<file path="src/rtl/reg_pkg.sv">
// -----------------------------------------------------------------------------
// reg_pkg
// Shared constants and writeback FSM state type for the register-file
// write path.
//   RF_ADDR_W / RF_DATA_W / RF_NREGS : register file geometry
//   WB_NREQ                          : default number of writeback requesters
//   wb_state_e                       : writeback stage state
// -----------------------------------------------------------------------------
package reg_pkg;

    localparam int RF_ADDR_W = 5;
    localparam int RF_DATA_W = 32;
    localparam int RF_NREGS  = 32;
    localparam int WB_NREQ   = 3;

    typedef enum logic [1:0] {
        IDLE  = 2'b00,   // stage empty
        ISSUE = 2'b01,   // stage full, commit attempted this cycle
        HOLD  = 2'b10    // stage full, previous commit blocked by stall
    } wb_state_e;

endpackage

</file>
<file path="src/rtl/rr_arbiter.sv">
// -----------------------------------------------------------------------------
// rr_arbiter
// Combinational round-robin grant. Searches upward from i_rr_ptr+1 (mod NREQ)
// and grants the first valid requester.
//   i_req_valid  : per-requester request
//   i_rr_ptr     : index of the last granted requester
//   i_enable     : 0 forces no grant
//   o_grant      : one-hot grant (all zero when nothing granted)
//   o_grant_idx  : index of the granted requester (0 when nothing granted)
// -----------------------------------------------------------------------------
module rr_arbiter #(
    parameter int NREQ  = 3,
    parameter int PTR_W = $clog2(NREQ)
) (
    input  logic [NREQ-1:0]  i_req_valid,
    input  logic [PTR_W-1:0] i_rr_ptr,
    input  logic             i_enable,
    output logic [NREQ-1:0]  o_grant,
    output logic [PTR_W-1:0] o_grant_idx
);

    logic             w_found;
    logic [PTR_W-1:0] w_idx;

    always_comb begin
        o_grant     = '0;
        o_grant_idx = '0;
        w_found     = 1'b0;
        w_idx       = '0;
        for (int unsigned k = 1; k <= NREQ; k++) begin
            w_idx = PTR_W'((32'(i_rr_ptr) + k) % NREQ);
            if (i_enable && !w_found && i_req_valid[w_idx]) begin
                w_found        = 1'b1;
                o_grant[w_idx] = 1'b1;
                o_grant_idx    = w_idx;
            end
        end
    end

endmodule

</file>
<file path="src/rtl/reg_write_arbiter.sv">
// -----------------------------------------------------------------------------
// reg_write_arbiter
// Shares the single register-file write port among NREQ writeback requesters.
// Round-robin grant, one write per cycle, buffered in one writeback stage and
// decoded to one-hot WriteEn lines.
//   clk, reset  : rising-edge clock, asynchronous active-low reset
//   req_valid   : requester i has a write pending
//   req_addr    : destination of requester i, slice [i*ADDR_W +: ADDR_W]
//   req_data    : data of requester i, slice [i*DATA_W +: DATA_W]
//   req_ready   : one-hot grant; transfer when valid & ready
//   stall       : blocks grants and commit
//   wr_en       : one-hot WriteEn to the register array
//   wr_data     : data to all register inputs
//   pend_valid  : writeback stage holds an uncommitted write
//   pend_addr   : destination of that write
// -----------------------------------------------------------------------------
module reg_write_arbiter
    import reg_pkg::*;
#(
    parameter int NREQ   = WB_NREQ,
    parameter int DATA_W = RF_DATA_W,
    parameter int ADDR_W = RF_ADDR_W,
    parameter int NREGS  = RF_NREGS
) (
    input  logic                   clk,
    input  logic                   reset,
    input  logic [NREQ-1:0]        req_valid,
    input  logic [NREQ*ADDR_W-1:0] req_addr,
    input  logic [NREQ*DATA_W-1:0] req_data,
    output logic [NREQ-1:0]        req_ready,
    input  logic                   stall,
    output logic [NREGS-1:0]       wr_en,
    output logic [DATA_W-1:0]      wr_data,
    output logic                   pend_valid,
    output logic [ADDR_W-1:0]      pend_addr
);

    localparam int PTR_W = $clog2(NREQ);

    wb_state_e         r_state;
    logic [PTR_W-1:0]  r_rr_ptr;
    logic [ADDR_W-1:0] r_addr;
    logic [DATA_W-1:0] r_data;

    logic              w_arb_en;
    logic [NREQ-1:0]   w_grant;
    logic [PTR_W-1:0]  w_grant_idx;
    logic              w_xfer;
    logic              w_commit;

    // Reset is folded in so no grant is shown while the flops are held clear.
    assign w_arb_en = reset & ~stall;

    rr_arbiter #(
        .NREQ  (NREQ),
        .PTR_W (PTR_W)
    ) u_rr_arbiter (
        .i_req_valid (req_valid),
        .i_rr_ptr    (r_rr_ptr),
        .i_enable    (w_arb_en),
        .o_grant     (w_grant),
        .o_grant_idx (w_grant_idx)
    );

    assign req_ready = w_grant;
    assign w_xfer    = |w_grant;

    // Commit depends on the current-cycle stall, so wr_en is decoded from the
    // stage registers rather than held in its own flop.
    assign w_commit = reset & ~stall & (r_state != IDLE);

    // $zero is never written, but the stage is still consumed.
    assign wr_en = (w_commit && r_addr != '0) ? (NREGS'(1) << r_addr) : '0;

    assign wr_data    = r_data;
    assign pend_valid = (r_state != IDLE);
    assign pend_addr  = r_addr;

    always_ff @(posedge clk or negedge reset) begin
        if (!reset) begin
            r_state  <= IDLE;
            r_rr_ptr <= PTR_W'(NREQ - 1);
            r_addr   <= '0;
            r_data   <= '0;
        end else if (w_xfer) begin
            // A grant only happens with stall=0, so any held write commits
            // in the same cycle and the stage can be refilled.
            r_addr   <= req_addr[w_grant_idx*ADDR_W +: ADDR_W];
            r_data   <= req_data[w_grant_idx*DATA_W +: DATA_W];
            r_rr_ptr <= w_grant_idx;
            r_state  <= ISSUE;
        end else if (r_state != IDLE && stall) begin
            r_state <= HOLD;
        end else begin
            r_state <= IDLE;
        end
    end

endmodule
</file>
<file path="config.mk">
export PLATFORM = sky130hd
export DESIGN_NAME = reg_write_arbiter
export DESIGN_NICKNAME = d
export VERILOG_FILES = /design/src/rtl/reg_pkg.sv /design/src/rtl/rr_arbiter.sv /design/src/rtl/reg_write_arbiter.sv
export SDC_FILE = /design/constraint.sdc
export NUM_CORES = 1
export LEC_CHECK = 0
export CAP_MARGIN = 20
export CORE_MARGIN = 2
export CORE_UTILIZATION = 44
export CTS_BUF_LIST = sky130_fd_sc_hd__clkbuf_8 sky130_fd_sc_hd__clkbuf_16
export CTS_CLUSTER_DIAMETER = 80
export DETAILED_ROUTE_END_ITERATION = 12
export PLACE_DENSITY = 0.94
export SYNTH_ARGS = -nofsm -noshare
export SYNTH_HDL_FRONTEND = slang
export SYNTH_SLANG_ARGS = --single-unit
</file>
<file path="constraint.sdc">
create_clock -name clk -period 7.3 [get_ports clk]
set_clock_uncertainty 0.1 [all_clocks]
set_input_delay 2.19 -clock clk [delete_from_list [all_inputs] [get_ports clk]]
set_output_delay 2.19 -clock clk [all_outputs]
set_load 0.01 [all_outputs]
</file>
==> results.cfg <==
[status]
status = completed

[timing]
layout_min_cycle_time_ns = 6.851
grt_setup_unrepaired = no
tns_ns = 0
maxSlewViolCount = 0
setup_viol = 0
worst_pin_slew_ns = 0.7268
slew_headroom = 0.5030
max_freq_mhz = 146.0
period_share = 0.9385
hold_viol = 0

[clock_network]
worstSkewPairLatency_ns = 0.29
clock_path_buffers = 2
cts_resized = 0
clock_sinks = 41
post_cts_buffers = 0
cts_tree = built
h-tree-depth = 2
numCtsBuffers = 5
hold_buffers = 0
clockRootBuffer = clkbuf_8
clk_pin_slew_ns = 0.08

[power]
peakVddDrop_uv = 213.0
leakagePower_uw = 0.002095
power_density_nw_per_um2 = 274.8

[synthesis]
netlist_instances = 380
synth_seq_cells = 41
synth.distinct_cells = 43
syn_area_per_cell_um2 = 9.473
syn-num-nets = 501
synth_area_leader_cell = dfrtp_1
synth_edf_count = 0
ys.flop_type = dfrtp_1
syn_area_um2 = 3600
ys_async_sr_fraction = 1.000
yosys_warnings = 0
seq_area_frac_synth = 0.2854
synthTopCellsByArea = dfrtp_1 (28%), a221oi_2 (12%), o2111ai_1 (9.2%)
synth_top_area_frac = 0.2781

[grt]
grtUsageMet1 = 0.3065
met2_usage = 0.4982
grt_use_met3 = 0.05188
first_global_vias = 3861
grt_max_degree = 41
grt_pass1_wl_mm = 18.94
grt_busiest_layer = met2
track_usage = 0.2702
grt_overflow = 0
antenna_found_initial = 0

[die]
io_pins = 190
dieArea_um2 = 8921
die_h_um = 94.45
start_util = 0.4611
row_count = 32
core_um2 = 7807
die_w_um = 94.45

[worst_setup_path]
startpoint_type = input port
end_kind = primary output
crit_arrival_ns = 4.56
worstSetupPathType = input port to primary output
cp.required_ns = 5.01
critical_path.max_fanout = 6

[drt]
routed_wl_mm = 12.32
vias = 3878
drtPass1Iterations = 7
post_drt_wl_per_cell_um = 19.21
vias_per_cell = 6.050
drc = 0
final_antenna_net_count = 0
drt_iter0_drc = 176

[hold_path]
min_path_type = flip-flop to flip-flop

[place]
gp_congestion = 0.9248
dpl.hpwl_mm = 8.716
portBuffers = 188
placed_area_um2 = 5380

[layout]
fin_nets = 659
final_cell_mix = clkdlybuf4s50_1 (187), nor2_1 (64), dfrtp_1 (40)
antenna_cells = 0
area_growth_pct = 54.12
layout.cells.most_common = clkdlybuf4s50_1
drive_above_1_share = 0.1540
final_area_um2 = 5548

[run]
cap_violations = 0
## critical path: stages
cell and delay, ns:
clkdlybuf4s50_1 0.46, nand2b_1 0.29, a2111oi_0 0.70, a21oi_4 0.13, o211ai_1 0.22, clkdlybuf4s50_1 0.56
## synth_stat cells, drive strengths merged, types with 2 or more instances
cell type	instances
nand2	9
nand3b	5
o2111ai	38
ha	4
mux2i	4
nand3	3
mux2	3
buf	28
nand2b	9
nor2b	5
a21oi	2
nor3	9
inv	5
and3	40
o31ai	37
clkbuf	20
nor2	64
a221oi	37
dfrtp	40
o21ai	4
## stage by stage
stage	instances	utilization	hold slack [ns]	total power, uW	setup slack [ns]
floorplan	380	-	0.3793	955.5	1.570
global placement	631	0.6891	0.4211	1298	0.5181
detailed placement	631	0.6891	0.4353	1325	0.4782
CTS	639	0.7045	0.4528	1523	0.4608
global route	641	0.7106	0.4867	1624	0.2464
finish	641	0.7106	0.4475	1524	0.4493
## power breakdown
group | internal, uW | total (uW) | switching [uW]
clock | 111 | 195 | 83.4
sequential | 334 | 417 | 83.2
combinational | 451 | 913 | 462
## flip-flops by register name, summed over array words and instances (netlist names)
name and cells:
r_rr_ptr 2, r_state 2, pend_addr 5, wr_data 32
## routing by layer
metal / wire [um] / vias to the layer above
met4: 331 / 0
met2: 6252 / 206
li1: - / 1811
met3: 1067 / 28
met5: 0 / -
met1: 4664 / 1833
## kinds of logic (layout without fill, tap and decap cells)
kind of cell               Yosys count  count (layout)  share of synthesized area
and+or+nand+nor                    149             149                     0.2113
other                                1               1                   0.001042
DFF                                 41              41                     0.2854
AOI/OAI and AO/OA                  125             125                     0.3719
adders and majority gates            4               4                    0.01390
buffers and inverters               53             212                    0.09489
muxes                                7               7                    0.02155
## final cells by class
type                    count  area, um^2
fillers                   593        2260
repair buffers            199        1992
inverters                   5       18.77
clock buffers               6       82.58
well taps                 102       127.6
flip-flops and latches     41        1027
multi-input cells         286        2262
clock inverters             2       37.54
## path summary, 6_finish.rpt
| path | start | end | slack [ns] | cells past startpoint |
|---|---|---|---|---|
| hold / removal | wr_data[24]$_DFFE_PN0P_ | wr_data[24]$_DFFE_PN0P_ | 0.45 | 2 |
| setup reg to reg | r_rr_ptr[1]$_DFFE_PN1P_ | r_rr_ptr[0]$_DFFE_PN0P_ | 3.69 | 7 |
| min in group asynchronous | reset | r_state[1]$_DFF_PN0_ | 1.69 | 1 |
| hold reg to reg | wr_data[24]$_DFFE_PN0P_ | wr_data[24]$_DFFE_PN0P_ | 0.45 | 2 |
| setup / recovery | stall | req_ready[1] | 0.45 | 6 |
| max in group asynchronous | reset | r_rr_ptr[1]$_DFFE_PN1P_ | 4.64 | 2 |
No activity file was read; power rests on OpenSTA's default activity.
